[config.mk]
export PLATFORM = sky130hd
export DESIGN_NAME = tipi_pi_regbank
export DESIGN_NICKNAME = d
export VERILOG_FILES = /design/src/rtl/tipi_pi_regbank.sv
export SDC_FILE = /design/constraint.sdc
export NUM_CORES = 1
export LEC_CHECK = 0
export CORE_MARGIN = 3
export CORE_UTILIZATION = 40
export CTS_BUF_LIST = sky130_fd_sc_hd__clkbuf_4
export CTS_CLUSTER_SIZE = 20
export DETAILED_ROUTE_END_ITERATION = 10
export PLACE_DENSITY = 0.62
export SLEW_MARGIN = 40
export SYNTH_ARGS = -nofsm -noshare
export SYNTH_HDL_FRONTEND = slang
export SYNTH_SLANG_ARGS = --single-unit
[constraint.sdc]
create_clock -name clk -period 1.9 [get_ports clk]
set_input_delay 0.475 -clock clk [delete_from_list [all_inputs] [get_ports clk]]
set_output_delay 0.475 -clock clk [all_outputs]
set_load 0.005 [all_outputs]
[src/rtl/tipi_pi_regbank.sv]
// tipi_pi_regbank: register bank shared between the TI decode port and the Raspberry Pi
// nibble-serial link on the TIPI PEB card.
//
// Each of NREGS registers (DATA_W bits) has exactly one writer: the TI side when its
// TI_OWN bit is 1, the Pi side otherwise. The Pi moves a register as a framed transfer:
// r_le high for the frame, one command nibble on the first r_clk rise
// ({write, idx[2:0]}), then DATA_W/4 data nibbles, most significant first.
//
// Ports:
//   clk, reset              system clock, asynchronous active-high reset
//   ti_wr_en/ti_idx/ti_wr_data   TI write strobe, register index, write data
//   ti_rd_data              combinational contents of register ti_idx (0 if out of range)
//   ti_err_clr              clears the sticky pi_err flag
//   irq_mask, irq           per-register enables and the resulting change interrupt
//   r_clk, r_le, r_nib_in   asynchronous Pi shift clock, frame enable, nibble input
//   r_nib_out, r_nib_oe     nibble and pad output enable driven toward the Pi
//   pi_err                  sticky illegal Pi access flag
//   changed                 per-register change flags
module tipi_pi_regbank #(
  parameter int unsigned       NREGS  = 4,
  parameter int unsigned       DATA_W = 8,
  parameter logic [NREGS-1:0]  TI_OWN = 4'b0011
) (
  input  logic              clk,
  input  logic              reset,
  input  logic              ti_wr_en,
  input  logic [2:0]        ti_idx,
  input  logic [DATA_W-1:0] ti_wr_data,
  output logic [DATA_W-1:0] ti_rd_data,
  input  logic              ti_err_clr,
  input  logic [NREGS-1:0]  irq_mask,
  output logic              irq,
  input  logic              r_clk,
  input  logic              r_le,
  input  logic [3:0]        r_nib_in,
  output logic [3:0]        r_nib_out,
  output logic              r_nib_oe,
  output logic              pi_err,
  output logic [NREGS-1:0]  changed
);

  localparam int unsigned NIBS  = DATA_W / 4;
  localparam int unsigned CNT_W = (NIBS > 1) ? $clog2(NIBS) : 1;
  localparam logic [CNT_W-1:0] LAST_NIB = CNT_W'(NIBS - 1);

  // Ownership and existence padded to the full 3-bit index space so any idx can be tested.
  localparam logic [7:0] OWN   = 8'(TI_OWN);
  localparam logic [7:0] VALID = 8'((16'd1 << NREGS) - 16'd1);

  typedef enum logic [1:0] {StIdle, StCmd, StData, StDone} pi_state_e;

  pi_state_e         state_q, state_d;
  logic              wr_q, wr_d;
  logic [2:0]        idx_q, idx_d;
  logic [CNT_W-1:0]  cnt_q, cnt_d;
  logic [DATA_W-1:0] shadow_q, shadow_d;
  logic              oe_q, oe_d;
  logic              commit_q, commit_d;
  logic              err_q, err_d;
  logic [NREGS-1:0]  changed_q, changed_d;
  logic [DATA_W-1:0] regs_q [NREGS];
  logic [DATA_W-1:0] regs_d [NREGS];
  logic [DATA_W-1:0] regs_ext [8];

  // bit0/bit1 are the synchroniser stages, bit2 holds the previous synchronised level.
  logic [2:0] rclk_q, rle_q;
  logic       clk_rise, le_rise, le_fall;

  logic [7:0] pi_set, pi_clr;
  logic       pi_err_set;

  always_ff @(posedge clk or posedge reset) begin
    if (reset) begin
      rclk_q <= '0;
      rle_q  <= '0;
    end else begin
      rclk_q <= {rclk_q[1:0], r_clk};
      rle_q  <= {rle_q[1:0], r_le};
    end
  end

  assign clk_rise = rclk_q[1] & ~rclk_q[2];
  assign le_rise  = rle_q[1] & ~rle_q[2];
  assign le_fall  = ~rle_q[1] & rle_q[2];

  always_comb begin
    for (int n = 0; n < 8; n++) regs_ext[n] = '0;
    for (int n = 0; n < int'(NREGS); n++) regs_ext[n] = regs_q[n];
  end

  assign ti_rd_data = regs_ext[ti_idx];

  // Pi frame FSM: next state, shadow datapath and Pi-side flag events.
  always_comb begin
    state_d    = state_q;
    wr_d       = wr_q;
    idx_d      = idx_q;
    cnt_d      = cnt_q;
    shadow_d   = shadow_q;
    oe_d       = oe_q;
    commit_d   = 1'b0;
    pi_set     = '0;
    pi_clr     = '0;
    pi_err_set = 1'b0;

    // Commit lands one clk after the last nibble; it is independent of the frame state.
    if (commit_q) begin
      if (VALID[idx_q] && !OWN[idx_q]) pi_set[idx_q] = 1'b1;
      else                             pi_err_set    = 1'b1;
    end

    unique case (state_q)
      StIdle: begin
        if (le_rise) state_d = StCmd;
      end
      StCmd: begin
        if (le_fall) begin
          state_d = StIdle;
        end else if (clk_rise) begin
          wr_d    = r_nib_in[3];
          idx_d   = r_nib_in[2:0];
          cnt_d   = '0;
          state_d = StData;
          if (!r_nib_in[3]) begin
            // Read: snapshot now so the first nibble is on the pins one clk later.
            shadow_d = regs_ext[r_nib_in[2:0]];
            oe_d     = 1'b1;
            if (!VALID[r_nib_in[2:0]])  pi_err_set             = 1'b1;
            else if (OWN[r_nib_in[2:0]]) pi_clr[r_nib_in[2:0]] = 1'b1;
          end
        end
      end
      StData: begin
        if (le_fall) begin
          state_d = StIdle;
          oe_d    = 1'b0;
        end else if (clk_rise) begin
          if (wr_q) begin
            shadow_d = DATA_W'({shadow_q, r_nib_in});
          end else if (cnt_q != LAST_NIB) begin
            shadow_d = DATA_W'({shadow_q, 4'h0});
          end
          if (cnt_q == LAST_NIB) begin
            state_d  = StDone;
            commit_d = wr_q;
          end else begin
            cnt_d = cnt_q + CNT_W'(1);
          end
        end
      end
      StDone: begin
        if (le_fall) begin
          state_d = StIdle;
          oe_d    = 1'b0;
        end
      end
      default: state_d = StIdle;
    endcase
  end

  // Register file, change flags and error flag. Ownership guarantees at most one writer.
  always_comb begin
    for (int n = 0; n < int'(NREGS); n++) begin
      logic ti_hit, ti_sel, set_n, clr_n;
      ti_hit = (ti_idx == 3'(n));
      ti_sel = ti_wr_en && ti_hit && OWN[n];
      regs_d[n] = regs_q[n];
      if (ti_sel)         regs_d[n] = ti_wr_data;
      else if (pi_set[n]) regs_d[n] = shadow_q;
      set_n = ti_sel | pi_set[n];
      // Pi-owned flags are consumed by the TI selecting them on a non-write cycle.
      clr_n = pi_clr[n] | (!ti_wr_en && !ti_err_clr && ti_hit && !OWN[n]);
      changed_d[n] = set_n | (changed_q[n] & ~clr_n);
    end
    err_d = pi_err_set | (err_q & ~ti_err_clr);
  end

  always_ff @(posedge clk or posedge reset) begin
    if (reset) begin
      state_q   <= StIdle;
      wr_q      <= 1'b0;
      idx_q     <= '0;
      cnt_q     <= '0;
      shadow_q  <= '0;
      oe_q      <= 1'b0;
      commit_q  <= 1'b0;
      err_q     <= 1'b0;
      changed_q <= '0;
      for (int n = 0; n < int'(NREGS); n++) regs_q[n] <= '0;
    end else begin
      state_q   <= state_d;
      wr_q      <= wr_d;
      idx_q     <= idx_d;
      cnt_q     <= cnt_d;
      shadow_q  <= shadow_d;
      oe_q      <= oe_d;
      commit_q  <= commit_d;
      err_q     <= err_d;
      changed_q <= changed_d;
      for (int n = 0; n < int'(NREGS); n++) regs_q[n] <= regs_d[n];
    end
  end

  assign r_nib_oe  = oe_q;
  assign r_nib_out = oe_q ? shadow_q[DATA_W-1 -: 4] : 4'h0;
  assign pi_err    = err_q;
  assign changed   = changed_q;
  assign irq       = |(changed_q & irq_mask & ~TI_OWN);

endmodule

; ---- Word-level counts from Yosys, hierarchy flattened
; Memories as Yosys holds them, arrays and structs flattened.
; Index checks and enable logic that the tools add are counted.
[totals]
reg_bits = 60
romBits = 32
inputBits = 25
out_inout_bits = 19
wordCells = 162
memories = 4
[mem_list]
columns = memory, depth, word_bits, rd, rd_ports_with_merged_regs, wr, line
row1 = (no name shown), 8, 1, 1, 0, 0, 129  ; else if (OWN[r_nib_in[2:0]]) pi_clr[r_nib_in[2:0]] = 1'b1;
row2 = (no name shown), 8, 1, 1, 0, 0, 128  ; if (!VALID[r_nib_in[2:0]]) pi_err_set = 1'b1;
row3 = (no name shown), 8, 1, 1, 0, 0, 108  ; if (VALID[idx_q] && !OWN[idx_q]) pi_set[idx_q] = 1'b1;
row4 = (no name shown), 8, 1, 1, 0, 0, 108
[classes]
addsub = 1
magnitude_cmp = 6
eq_ne = 18
mux = 65
bitwise_logic = 29
n_reduce_logical = 24
[op_table]
columns = cell, count
row1 = two-way mux 8 bit, 15
row2 = binary-select mux 8 bit (select 3 bit), 2
row3 = two-way mux 4 bit, 9
row4 = two-way mux 1 bit, 26
row5 = case mux 8 bit (2 select lines), 1
row6 = AND reduction 5 bit, 3
row7 = two-way mux 2 bit, 7
row8 = != test 2 bit (second input constant), 7
row9 = != test 3 bit (second input constant), 4
row10 = NOT 1 bit, 9
row11 = OR 1 bit, 9
row12 = bitwise AND 1 bit, 8
row13 = greater-or-equal comparator 4 bit (second input constant), 2
row14 = logical AND 1 bit, 8
row15 = < comparator 3 x 4 -> 1 bit (second input constant), 2
row16 = NOT 3 -> 4 bit, 2
row17 = case mux 2 bit (4 select lines), 1
row18 = nonzero test 2 bit, 4
row19 = AND reduction 7 bit, 1
row20 = demux 1 bit (select 3 bit), 2
row21 = equality test 3 x 2 -> 1 bit (second input constant), 2
row22 = greater-or-equal comparator 3 x 1 -> 1 bit (second input constant), 2
row23 = bitwise AND 4 bit, 1
row24 = equality test 2 bit (second input constant), 2
row25 = 10 further kinds, 14

; ---- Depth between registers and ports, before layout
[depth]
ltp_word = 14
ltp_mapped = 5
mapped_depth_nobuf = 4

; ---- Worst setup path after synthesis
; Ideal clock, no wire load.
[synth_path]
path_type = input to output
startpoint = in ti_idx[0]
endpoint = out ti_rd_data[0]
arrival_ns = 1.372
required_time_ns = 1.425
slack_ns = 0.053
cell_stages = 3
path_buffers = 1
path_cell_list = buf_2 mux4_2 nor2b_1
[synth_between]
elab_chain_cells = 4
[synth_rtl]
columns = element, line
row1 = start: declaration, 27  ; input logic [2:0] ti_idx,
row2 = NOT 3 -> 4 bit (not written as such), 91  ; assign ti_rd_data = regs_ext[ti_idx];
row3 = binary-select mux 8 bit (select 3 bit), 91
row4 = two-way mux 8 bit (not written as such) (2 in series), 91
row5 = end: declaration, 29  ; output logic [DATA_W-1:0] ti_rd_data,
; Every way passes these cells. The select of a mux whose other input is x is not followed.

; ---- Final worst setup path
[layout_path]
startpoint = in ti_idx[0]
endpoint = out ti_rd_data[4]
; The elaborated chain is that of the path after synthesis.

==> out/qor.txt <==
htree depth = 3
DRC = 0
Gate power share = 25.2%
Post-Syn Nets = 249
Max-Cap Viols = 0
status = complete, but fails checks
max-slew violations = 0
R2R Setup Slk = 0.24 ns
clock buffer count from CTS = 9
startpoint types = primary input
pin count of the biggest net entering global routing = 61
CP Data Required Time = 1.42 ns
VDD IR max = 0.3448 mV
fin crit share = 107.1%
post-layout util = 59.59%
row count = 30
Yosys warnings = 0
Worst setup EP type = output port
Sequential Power Share = 46.9%
Tightest Pin Transition = 0.6411 ns
Port Buffers = 41
Placer Congestion = 0.7458
clock share of power = 27.8%
Die ar. = 0.008425 mm²
routed wire length = 7055 µm
vias in the first global route = 2275
clock-pin slew on the worst setup and hold paths = 0.10 ns
Overflow after GRT = 0
clk buf depth = 2
Clock Sinks = 60
clk_lat worst skew = 0.39 ns
post-route ant nets = 0
hold buffer count at CTS = 0
placed cell count = 396
worst min path class = reg -> reg
Net Sw Power = 978.2 µW
Power per Cell Area = 873.1 mW/mm²
internal power = 2.654 mW
Seq cells post-synth = 60
post-synth top area share = 51.00%
failing checks = setup timing
fin cells = 428
Mapped Cells = 224
pre-CTS setup slack = -0.8059 ns
WP data arrival = 1.56 ns
EDFF count, synth = 0
reg2reg start = state_q[0]
FF-to-FF End = shadow_q[4]
Critical Path Start = ti_idx[0]
core area = 0.006982 mm²
Hold WS = 0.3555 ns
Initial DRC Count = 72
first-pass GRT wire length = 11780 µm
CTS tree = yes
Synth area leaders = dfrtp_1 51%, mux2_2 20%, mux4_2 6.1%
Layout Area Growth over Synthesis = 41.31%
DR WL/cell = 16.48 µm
Tot Pwr = 3.632 mW
crit path time final = 2.036 ns
main flop type after synthesis = dfrtp_1
Seq/Total Area, Yosys = 51.00%
synthesized area per cell = 13.14 µm²
Antenna Cells = 0
area leader, netlist = dfrtp_1
CTS Root Cell = clkbuf_4
initial antenna violation count = 0
Hold Vio Cnt, Final = 0
Die Width = 91.79 µm
max_slew headroom = 57.17%
Clock Skew = 0.01757 ns
Final Setup Violations = 8
starting density of the core = 42.17%
Post-Syn Area = 0.002944 mm²
crit path kind = in -> out
share of post-route cells with drive strength above 1 = 48.19%
TritonRoute pass-1 iters = 4
worst setup margin = -0.1358 ns
FFs w/ async S/R, synth = 100.0%
DR vias/cell = 5.061
RSZ-0062 raised after global routing = true
crit-path max FO = 5
via count = 2166
num ports = 44
Post-DP HPWL = 4634 µm
FF-to-FF path depth = 4
Distinct cells, synth = 39
Final nets = 352
All-Layer GR Usage = 17.92%
switch share = 26.93%
Leakage Power = 1.923 nW
Max Freq = 491.2 MHz
last element of the critical path = ti_rd_data[4]
Chip Height = 91.79 µm
==> stage by stage <==
stage / TNS [ns] / cell area (µm²)
floorplan: 0 / 2948
global placement: -13.69 / 3837
detailed placement: -13.78 / 3837
CTS: -0.8367 / 4101
global route: -1.253 / 4160
finish: -0.7390 / 4160
==> layer usage <==
metal / wire (µm) / GRT usage, % / part of all wire (%)
met1: 3482 / 25.95 / 49
met2: 3225 / 26.60 / 46
met3: 264 / 3.445 / 3.7
met4: 81 / 6.931 / 1.1
met5: 0 / 0 / 0
==> worst min path at each step <==
stage,start,endpoint,slack [ns],depth (start not counted)
after floorplan,rclk_q[0],rclk_q[1],0.33,0
after global placement,rclk_q[0],rclk_q[1],0.33,0
after detailed placement,rclk_q[0],rclk_q[1],0.34,0
after CTS,rclk_q[0],rclk_q[1],0.36,0
after global routing,rclk_q[0],rclk_q[1],0.37,0
final,rclk_q[0],rclk_q[1],0.36,0
==> cells in the mapped netlist (2+ instances only) <==
library cell	count
a21o_1	4
and2_1	4
buf_2	5
clkbuf_1	3
dfrtp_1	60
inv_1	4
mux2_2	52
mux2i_1	8
mux4_2	8
nand2_1	12
nand2b_1	2
nand3_1	14
nor2_1	3
nor2b_1	13
o211ai_1	8
==> logic make-up (layout without fill, tap and decap cells) <==
logic type | count (synthesis) | after routing | synth area share (%)
buffers and inverters | 14 | 122 | 2.125
AOI/OAI and AO/OA | 21 | 21 | 5.823
and+or+nand+nor | 61 | 61 | 12.33
muxes | 68 | 68 | 28.73
DFF | 60 | 60 | 51.00
==> worst max-delay path: stages <==
cell	delay, ns
buf_8	0.09
buf_12	0.12
buf_6	0.11
mux4_2	0.49
nor2b_4	0.14
buf_2	0.13
==> state kept, by name, indices dropped and copies added (netlist names) <==
signal    count
commit_q      1
changed       4
state_q       2
rle_q         3
pi_err        1
idx_q         3
regs_ext     32
rclk_q        3
wr_q          1
r_nib_oe      1
cnt_q         1
shadow_q      8
==> layout by cell type (no fill, tap or decap), drive strengths merged, types with 2 or more instances in the layout <==
cell type and count:
and2 4, bufinv 2, clkdlybuf4s50 26, nor3 2, nor2b 13, dlygate4sd2 5, nor4b 2, mux4 8
a21o 4, nand3 14, clkbuf 11, mux2i 8, inv 3, o21ai 2, mux2 52, clkinv 2
nand2b 2, clkinvlp 2, o211ai 8, nand2 12, dfrtp 60, nor2 4, buf 70
==> final cells by class <==
| cell class | count | area [µm²] |
|---|---|---|
| Multi-Input combinational cell | 150 | 1435 |
| Timing Repair Buffer | 102 | 924.6 |
| Sequential cell | 60 | 1503 |
| Clock buffer | 11 | 82.58 |
| Inverter | 4 | 18.77 |
| Tap cell | 96 | 120.1 |
| Fill cell | 609 | 2821 |
| Clock inverter | 5 | 76.32 |
==> power groups by stage <==
stage	Clock (mW)	Combinational [mW]	Sequential, mW
after global routing	1.10	1.00	1.75
after global placement	0	0.859	1.72
after floorplan	0	0.479	1.68
final	1.01	0.916	1.71
after CTS	1.04	0.909	1.70
after detailed placement	0	0.870	1.73
==> timing repair <==
action | 4_1_cts | 5_1_grt
setup endpoints to repair | 13 | 15
gates cloned | 1 | 1
setup buffers | 11 | 3
pin swaps | 1 | 0
resized for setup | 55 | 11
(Power assumes the default switching activity.)
